===== src/rtl/dcf77_pkg.sv =====
// Shared types, frame field offsets and the minute-frame content check for the
// DCF77 receiver.
package dcf77_pkg;

  typedef enum logic [2:0] {
    ERR_NONE    = 3'd0,
    ERR_NOSYNC  = 3'd1,
    ERR_LENGTH  = 3'd2,
    ERR_PULSE   = 3'd3,
    ERR_CONTENT = 3'd4,
    ERR_LOSS    = 3'd5
  } err_t;

  typedef enum logic {
    HUNT = 1'b0,
    RECV = 1'b1
  } state_t;

  localparam int unsigned OFS_START      = 0;
  localparam int unsigned OFS_LEAP_ANN   = 19;
  localparam int unsigned OFS_TIME_START = 20;
  localparam int unsigned OFS_MIN        = 21;
  localparam int unsigned OFS_P1         = 28;
  localparam int unsigned OFS_HOUR       = 29;
  localparam int unsigned OFS_P2         = 35;
  localparam int unsigned OFS_DAY        = 36;
  localparam int unsigned OFS_WDAY       = 42;
  localparam int unsigned OFS_MON        = 45;
  localparam int unsigned OFS_YEAR       = 50;
  localparam int unsigned OFS_P3         = 58;

  function automatic logic bcd_in(input logic [3:0] units, input logic [3:0] tens,
                                  input int unsigned lo, input int unsigned hi);
    int unsigned v;
    v = 10 * 32'(tens) + 32'(units);
    return (units < 4'd10) && (v >= lo) && (v <= hi);
  endfunction

  function automatic logic frame_ok(input logic [58:0] f);
    logic ok;
    ok = ~f[OFS_START] & f[OFS_TIME_START];
    ok &= ~^f[OFS_P1:OFS_MIN];
    ok &= ~^f[OFS_P2:OFS_HOUR];
    ok &= ~^f[OFS_P3:OFS_DAY];
    ok &= bcd_in(f[OFS_MIN +: 4], {1'b0, f[OFS_MIN+4 +: 3]}, 0, 59);
    ok &= bcd_in(f[OFS_HOUR +: 4], {2'b0, f[OFS_HOUR+4 +: 2]}, 0, 23);
    ok &= bcd_in(f[OFS_DAY +: 4], {2'b0, f[OFS_DAY+4 +: 2]}, 1, 31);
    ok &= (f[OFS_WDAY +: 3] != 3'd0);
    ok &= bcd_in(f[OFS_MON +: 4], {3'b0, f[OFS_MON+4]}, 1, 12);
    ok &= bcd_in(f[OFS_YEAR +: 4], f[OFS_YEAR+4 +: 4], 0, 99);
    return ok;
  endfunction

endpackage


===== src/rtl/dcf77_pulse_filter.sv =====
// Synchronises the raw DCF77 pulse, rejects short glitches with a majority vote
// and produces tick-aligned rise/fall strobes.
module dcf77_pulse_filter #(
  parameter int unsigned FILTER_TAPS = 3
) (
  input  logic clk,
  input  logic rst,
  input  logic clk_en,
  input  logic rx,
  output logic rise,
  output logic fall,
  output logic level
);

  logic [1:0]             sync_q;
  logic [FILTER_TAPS-1:0] taps;
  logic [1:0]             edge_q;
  logic [2:0]             ones;
  logic                   maj;

  always_comb begin
    ones = '0;
    for (int unsigned i = 0; i < FILTER_TAPS; i++) begin
      ones = ones + 3'(taps[i]);
    end
    maj = (ones > 3'(FILTER_TAPS / 2));
  end

  always_ff @(posedge clk or posedge rst) begin
    if (rst) begin
      sync_q <= '0;
      taps   <= '0;
      edge_q <= '0;
    end else if (clk_en) begin
      sync_q <= {sync_q[0], rx};
      taps   <= {taps[FILTER_TAPS-2:0], sync_q[1]};
      edge_q <= {edge_q[0], maj};
    end
  end

  // Registered pipe keeps rise and fall mutually exclusive within a tick.
  assign rise  = edge_q[0] & ~edge_q[1];
  assign fall  = ~edge_q[0] & edge_q[1];
  assign level = edge_q[0];

endmodule


===== src/rtl/dcf77_rx_gen.sv =====
// DCF77 minute-frame receiver: pulse classification, second indexing, minute
// gap detection with leap-second length handling and frame validation.
module dcf77_rx_gen
  import dcf77_pkg::*;
#(
  parameter int unsigned TICK_PER_SEC = 100,
  parameter int unsigned FILTER_TAPS  = 3,
  parameter int unsigned BIT_THRESH   = 15,
  parameter int unsigned PULSE_MIN    = 5,
  parameter int unsigned PULSE_MAX    = 25,
  parameter int unsigned GAP_MIN      = 150,
  parameter int unsigned LOSS_TICKS   = 250,
  parameter int unsigned FRAME_BITS   = 59
) (
  input  logic                  clk,
  input  logic                  rst,
  input  logic                  clk_en,
  input  logic                  rx,
  output logic [FRAME_BITS-1:0] data_hold,
  output logic [2:0]            err_code,
  output logic                  error,
  output logic                  locked,
  output logic [5:0]            bit_count,
  output logic                  sync
);

  if (FILTER_TAPS < 3 || FILTER_TAPS > 7 || FILTER_TAPS % 2 == 0 || TICK_PER_SEC == 0)
  begin : g_param_check
    $error("dcf77_rx_gen: FILTER_TAPS must be odd in 3..7 and TICK_PER_SEC nonzero");
  end

  localparam logic [5:0] THRESH_W = 6'(BIT_THRESH);
  localparam logic [5:0] PMIN_W   = 6'(PULSE_MIN);
  localparam logic [5:0] PMAX_W   = 6'(PULSE_MAX);
  localparam logic [8:0] GAP_W    = 9'(GAP_MIN);
  localparam logic [8:0] LOSS_W   = 9'(LOSS_TICKS);
  localparam logic [5:0] FB_W     = 6'(FRAME_BITS);
  localparam logic [5:0] FB_LEAP  = 6'(FRAME_BITS + 1);

  logic rise, fall, level;

  dcf77_pulse_filter #(
    .FILTER_TAPS(FILTER_TAPS)
  ) u_filter (
    .clk   (clk),
    .rst   (rst),
    .clk_en(clk_en),
    .rx    (rx),
    .rise  (rise),
    .fall  (fall),
    .level (level)
  );

  state_t                state;
  err_t                  err_q;
  logic [5:0]            width;
  logic [8:0]            spacing;
  logic [FRAME_BITS-1:0] data_shift;
  logic                  pulse_err;
  logic                  close_pend;
  logic                  frame_valid;

  logic       d, bad_width, gap, loss;
  logic [5:0] exp_len;

  always_comb begin
    d         = (width >= THRESH_W);
    bad_width = (width < PMIN_W) || (width > PMAX_W);
    gap       = (spacing > GAP_W);
    loss      = (spacing == LOSS_W);
    exp_len   = data_shift[OFS_LEAP_ANN] ? FB_LEAP : FB_W;
  end

  always_ff @(posedge clk or posedge rst) begin
    if (rst) begin
      state       <= HUNT;
      err_q       <= ERR_NOSYNC;
      width       <= '0;
      spacing     <= '0;
      data_shift  <= '0;
      data_hold   <= '0;
      bit_count   <= '0;
      pulse_err   <= 1'b0;
      close_pend  <= 1'b0;
      frame_valid <= 1'b0;
      locked      <= 1'b0;
    end else if (clk_en) begin
      frame_valid <= 1'b0;

      if (rise)               width <= 6'd1;
      else if (level && width != '1) width <= width + 6'd1;

      if (rise)               spacing <= '0;
      else if (spacing != '1) spacing <= spacing + 9'd1;

      // Loss outranks a pending frame close in the same tick.
      if (loss) begin
        err_q      <= ERR_LOSS;
        locked     <= 1'b0;
        state      <= HUNT;
        close_pend <= 1'b0;
        bit_count  <= '0;
        pulse_err  <= 1'b0;
        data_shift <= '0;
      end else if (state == HUNT) begin
        if (rise && gap) begin
          state      <= RECV;
          bit_count  <= '0;
          pulse_err  <= 1'b0;
          data_shift <= '0;
        end
      end else if (close_pend) begin
        close_pend <= 1'b0;
        if (bit_count != exp_len)             err_q <= ERR_LENGTH;
        else if (pulse_err)                   err_q <= ERR_PULSE;
        else if (!frame_ok(59'(data_shift)))  err_q <= ERR_CONTENT;
        else begin
          err_q       <= ERR_NONE;
          data_hold   <= data_shift;
          frame_valid <= 1'b1;
          locked      <= 1'b1;
        end
        bit_count  <= '0;
        pulse_err  <= 1'b0;
        data_shift <= '0;
      end else if (rise && gap) begin
        close_pend <= 1'b1;
      end else if (fall) begin
        if (bit_count < FB_W) data_shift[bit_count] <= d;
        pulse_err <= pulse_err | bad_width | ((bit_count == FB_W) & d);
        if (bit_count != '1) bit_count <= bit_count + 6'd1;
      end
    end
  end

  assign err_code = err_q;
  assign error    = (err_q != ERR_NONE);
  assign sync     = frame_valid & clk_en;

endmodule


===== config.mk =====
export PLATFORM = sky130hd
export DESIGN_NAME = dcf77_rx_gen
export DESIGN_NICKNAME = d
export VERILOG_FILES = /design/src/rtl/dcf77_pkg.sv /design/src/rtl/dcf77_pulse_filter.sv /design/src/rtl/dcf77_rx_gen.sv
export SDC_FILE = /design/constraint.sdc
export NUM_CORES = 1
export LEC_CHECK = 0
export CAP_MARGIN = 20
export CORE_UTILIZATION = 52
export DETAILED_ROUTE_END_ITERATION = 16
export GPL_ROUTABILITY_DRIVEN = 0
export PLACE_DENSITY = 0.76
export SLEW_MARGIN = 20
export SYNTH_ARGS = -nofsm -noshare
export SYNTH_HDL_FRONTEND = slang
export SYNTH_SLANG_ARGS = --single-unit
export TNS_END_PERCENT = 5

===== constraint.sdc =====
create_clock -name clk -period 5.5 [get_ports clk]
set_input_delay 1.1 -clock clk [delete_from_list [all_inputs] [get_ports clk]]
set_output_delay 1.1 -clock clk [all_outputs]
set_load 0.03 [all_outputs]

Word level (Yosys, flattened, before mapping)
Cells that the tools add are included.
W data, S select, Z words.
{"block": "word_totals", "register_bits": 154, "input_bits": 4, "out_inout_bits": 71, "word_cells": 172}
{"block": "op_classes", "add_sub_neg": 10, "mul": 5, "magnitude_cmp": 23, "n_eq_ne": 9, "muxes": 52, "bitwise": 22, "reduce_logical": 37}
{"operator": "$mux W59", "n": 7}
{"operator": "$bwmux W59", "n": 1}
{"operator": "$mux W6", "n": 9}
{"operator": "$mux W1", "n": 25}
{"operator": "$reduce_xnor A23 Y1", "n": 1}
{"operator": "$mux W3", "n": 7}
{"operator": "$lt A4 B4 Y1 const B", "n": 5}
{"operator": "$mux W9", "n": 2}
{"operator": "$add A6 B4 Y7", "n": 2}
{"operator": "$and A1 B1 Y1", "n": 14}
{"operator": "$ge A7 B1 Y1 const B", "n": 2}
{"operator": "$le A7 B5 Y1 const B", "n": 2}
{"operator": "$logic_and A1 B1 Y1", "n": 13}
{"operator": "$add A6 B1 Y6 const B", "n": 2}
{"operator": "$ge A6 B1 Y1 const B", "n": 2}
{"operator": "$ne A6 B6 Y1 const B", "n": 2}
{"operator": "$reduce_bool A4 Y1", "n": 3}
{"operator": "$mul A3 B2 Y5 const A", "n": 2}
{"operator": "$reduce_and A5 Y1", "n": 2}
{"operator": "$reduce_bool A2 Y1", "n": 5}
{"operator": "$add A8 B4 Y9", "n": 1}
{"operator": "$add A9 B1 Y9 const B", "n": 1}
{"operator": "$eq A9 B8 Y1 const B", "n": 1}
{"operator": "$ge A9 B1 Y1 const B", "n": 1}
{"operator": "other kinds (36)", "n": 46}

Logic depth before layout (Yosys ltp)
{"block": "depth", "word_depth": 17, "depth_mapped": 11, "ltp_nobuf": 10}

By module
A second synthesis with hierarchy kept.
{"block": "unflattened", "cells_unflattened": 733, "hier_area_um2": 8449.4}
{"mod": "dcf77_rx_gen", "n_inst": 1, "cells_each": 712, "area_per_inst_um2": 8130.3, "seq_area_each_um2": 3679.8}
{"mod": "dcf77_pulse_filter", "n_inst": 1, "cells_each": 21, "area_per_inst_um2": 319.1, "seq_area_each_um2": 175.2}

Worst setup path before layout
No wires, ideal clock.
{"block": "synth_path", "kind": "flip-flop to flip-flop", "start": "reg data_shift[55]", "end": "reg data_hold[10]", "setup_time_ps": 125, "arrival_ps": 3162, "t_required_ps": 5375, "path_slack_ps": 2213, "path_stages_with_launch": 11, "n_path_buf": 1, "period_less_slack_ps": 3287, "path_cell_list": "dfrtp_1 > ha_1 > ha_1 > fa_1 > o211ai_1 > nor2b_1 > o31ai_1 > o2111ai_1 > nor4_4 > buf_6 > mux2_2"}
{"block": "synth_between", "elab_chain_len": 9, "elab_cells_between_ends": 15, "cone_classes": "add/sub: 1; mul: 1; order compare: 2; bitwise: 7; reduce/logical: 4"}
{"element": "start: declaration", "line": "dcf77_rx_gen.sv:58", "rtl": "logic [FRAME_BITS-1:0] data_shift;"}
{"element": "start signal: assignment", "line": "dcf77_rx_gen.sv:80", "rtl": "data_shift <= '0;"}
{"element": "start signal: assignment", "line": "dcf77_rx_gen.sv:104", "rtl": "data_shift <= '0;"}
{"element": "start signal: assignment", "line": "dcf77_rx_gen.sv:110", "rtl": "data_shift <= '0;"}
{"element": "branches (longest 7 deep; another with $add A8 B4 Y9)"}
{"element": "$and A1 B1 Y1 *", "line": "dcf77_pkg.sv:50", "rtl": "ok &= bcd_in(f[OFS_YEAR +: 4], f[OFS_YEAR+4 +: 4], 0, 99);"}
{"element": "$reduce_and A7 Y1 (no source line) *"}
{"element": "end signal: assignment", "line": "dcf77_rx_gen.sv:119", "rtl": "data_hold <= data_shift;"}
{"element": "end: declaration", "line": "dcf77_rx_gen.sv:19", "rtl": "output logic [FRAME_BITS-1:0] data_hold,"}
Mark *: on every way between the ends.
A chain may end at the register's enable or synchronous reset.

Final worst setup path
{"block": "layout_path", "start": "reg data_shift[57]", "end": "reg data_hold[2]"}
Same word-level chain as after synthesis.

==> impl_metrics.env <==
export IMPL_ys_async_sr_fraction_pct=100
export IMPL_hold_path_class="reg2reg"
export IMPL_wl_met3_um=1060
export IMPL_drt_iter0_drc=488
export IMPL_synth_ff_type="dfrtp_1"
export IMPL_worstSetupPathType="reg2reg"
export IMPL_max_freq_mhz=249
export IMPL_overflow=0
export IMPL_antenna_found_initial=0
export IMPL_end_kind="flip-flop"
export IMPL_min_period_ns=4.02
export IMPL_viasPerCell=6.14
export IMPL_cts_root_buffer="clkbuf_16"
export IMPL_cts_tree="built"
export IMPL_worstSkewPairLatency_ns=0.43
export IMPL_synth_edf_count=0
export IMPL_vias=6040
export IMPL_powerDensity_mw_per_mm2=280
export IMPL_cp_start_kind="flip-flop"
export IMPL_cts_buffers=17
export IMPL_grt_pass1_vias=6010
export IMPL_wl_met2_um=9070
export IMPL_syn_inst=727
export IMPL_dr_max_layer_used="met4"
export IMPL_syn2layout_area_growth_pct=17.2
export IMPL_status="finished clean"
export IMPL_track_usage_pct=24.8
export IMPL_portBuffers=74
export IMPL_yosysUniqueCellTypes=59
export IMPL_n_antenna_cell=0
export IMPL_max_cap_violations=0
export IMPL_period_share_pct=73.1
export IMPL_drcViolationCount=0
export IMPL_antenna_left=0
export IMPL_ys_warn_count=0
export IMPL_ys_ff_latch=154
export IMPL_synth_area_per_cell_um2=11.1
export IMPL_worst_ir_drop_vdd_mv=0.257
export IMPL_clk_pin_slew_ns=0.06
export IMPL_die_w_um=127
export IMPL_clkSinkCount=154
export IMPL_cts_max_level=4
export IMPL_p_leak_nw=4.21
export IMPL_ioPinCount=75
export IMPL_cts_resized_gates=0
export IMPL_synth_area_leaders="dfrtp_1, mux2_2, ha_1, o211ai_1, o31ai_1"
export IMPL_clock_skew_ns=0.0105
export IMPL_post_dp_cell_area_mm2=0.00888
export IMPL_wirelength_um=18600
export IMPL_grt_pass1_wl_um=30900
export IMPL_cts_buffer_depth=2
export IMPL_layout_commonest_cell="dfrtp_1"
export IMPL_critPathArrivalTime_ns=4.33
export IMPL_drive_gt1_share_pct=13.3
export IMPL_dieArea_mm2=0.0160
export IMPL_wire_per_inst_um=19.0
export IMPL_synth_seq_area_share_pct=47.7
export IMPL_filler_cell_count=1164
export IMPL_max_slew_margin_pct=43.2
export IMPL_cp_data_required_time_ns=5.81
export IMPL_num_rows=45
export IMPL_worstPathMaxFanout=43
export IMPL_tightest_slew_ns=0.850
export IMPL_placed_cells=952
export IMPL_syn_nets=775
export IMPL_detailedRoute_firstPassIterationCount=5
export IMPL_syn_cell_area_mm2=0.00808
export IMPL_maxSlewViolCount=0
export IMPL_coreArea_mm2=0.0152
export IMPL_grt_max_degree=87
export IMPL_yosys_area_top_type="dfrtp_1"
export IMPL_synth_top_area_share_pct=47.4
export IMPL_wl_met1_um=8120
export IMPL_tns_ns=0
export IMPL_most_common_layout_cells="dfrtp_1, clkdlybuf4s50_1, o211ai_1"
export IMPL_dp_hpwl_um=12500
export IMPL_rsz0062_at_grt="false"
export IMPL_cts_hold_repair_buffers=0
export IMPL_final_setup_viol_count=0
export IMPL_fin_cells=983
export IMPL_die_h_um=127
export IMPL_start_util_pct=53.1
export IMPL_cts_setup_buffers=0
export IMPL_total_power_mw=2.65
export IMPL_hold_viol=0
export IMPL_finalInstanceArea_mm2=0.00947
export IMPL_nNetsFinal=831
-- final timing paths --
check	from	to	slack, ns	cells past startpoint
hold reg to reg	data_hold[20]	data_hold[20]	0.47	1
setup / recovery	data_shift[57]	data_hold[2]	1.48	10
setup reg to reg	data_shift[57]	data_hold[2]	1.48	10
hold / removal	data_hold[20]	data_hold[20]	0.47	1
min in group asynchronous	rst	u_filter.taps[0]	1.20	2
max in group asynchronous	rst	bit_count[0]	3.34	3
-- critical path, stage by stage, from the launching register on --
cell	delay, ns
dfrtp_1	0.63
ha_1	0.32
ha_1	0.22
fa_1	0.55
o211ai_1	0.15
nor2b_1	0.17
o31ai_1	0.28
o2111ai_1	0.31
nor4_4	0.32
buf_4	0.49
mux2_2	0.40
-- flip-flops by register name (all words and copies together) (netlist names) --
| signal | count |
|---|---|
| close_pend | 1 |
| bit_count | 6 |
| width | 6 |
| pulse_err | 1 |
| locked | 1 |
| state | 1 |
| u_filter.edge_q | 2 |
| frame_valid | 1 |
| err_code | 3 |
| spacing | 9 |
| u_filter.sync_q | 2 |
| u_filter.taps | 3 |
| data_shift | 59 |
| data_hold | 59 |
-- metrics by stage --
step	utilization, %	setup slack, ns	hold WS [ns]
floorplan	-	0.252	0.446
global placement	58.4	1.62	0.452
detailed placement	58.4	1.55	0.464
CTS	62.3	1.53	0.477
global route	62.3	1.33	0.506
finish	62.3	1.48	0.469
-- routing by layer --
metal,vias to the layer above,track usage (%)
met1,3019,33.0
li1,2804,-
met2,191,40.2
met4,0,9.85
met3,26,4.77
met5,-,0
-- cell type report --
cell class / instances / area (µm²) / area share, %
inverters: 24 / 95.1 / 1.00
clock inverters: 11 / 146 / 1.55
repair buffers: 81 / 793 / 8.38
clock buffers: 20 / 447 / 4.72
well taps: 188 / 235 / 2.48
multi-input cells: 505 / 3900 / 41.2
flip-flops and latches: 154 / 3850 / 40.7
-- logic make-up (layout without fill, tap and decap cells) --
group / after synthesis / after routing / share of synthesized area, %
muxes: 63 / 63 / 8.77
adders and majority gates: 44 / 44 / 7.28
DFF: 154 / 154 / 47.7
and+or+nand+nor: 158 / 158 / 10.5
AOI/OAI and AO/OA: 201 / 201 / 17.5
xor gates and xnor gates: 39 / 39 / 4.23
buffers and inverters: 68 / 136 / 4.04
-- cells in the mapped netlist, types with 3 or more instances --
cell / n
and4_1: 3
buf_4: 4
a21o_1: 3
nand4_1: 6
buf_2: 9
nor4_1: 5
o21a_1: 4
o31ai_1: 62
nor3_1: 10
dfrtp_1: 153
buf_1: 3
fa_1: 5
mux2_2: 59
mux2_1: 3
xnor2_1: 29
nand3_1: 20
nand2_1: 36
o211ai_1: 63
o21ai_0: 22
clkbuf_1: 22
nor2b_1: 10
a211oi_1: 4
ha_1: 39
buf_6: 6
inv_1: 24
a21oi_1: 28
and3_1: 4
xor2_1: 10
nand2b_1: 9
nor2_1: 28
or3_1: 7
and2_1: 3
-- where the power goes --
group	internal, mW	switching [mW]
sequential	1.17	0.0548
combinational	0.0688	0.174
clock	0.723	0.461
Note: power is estimated with default switching activity, not from simulation.
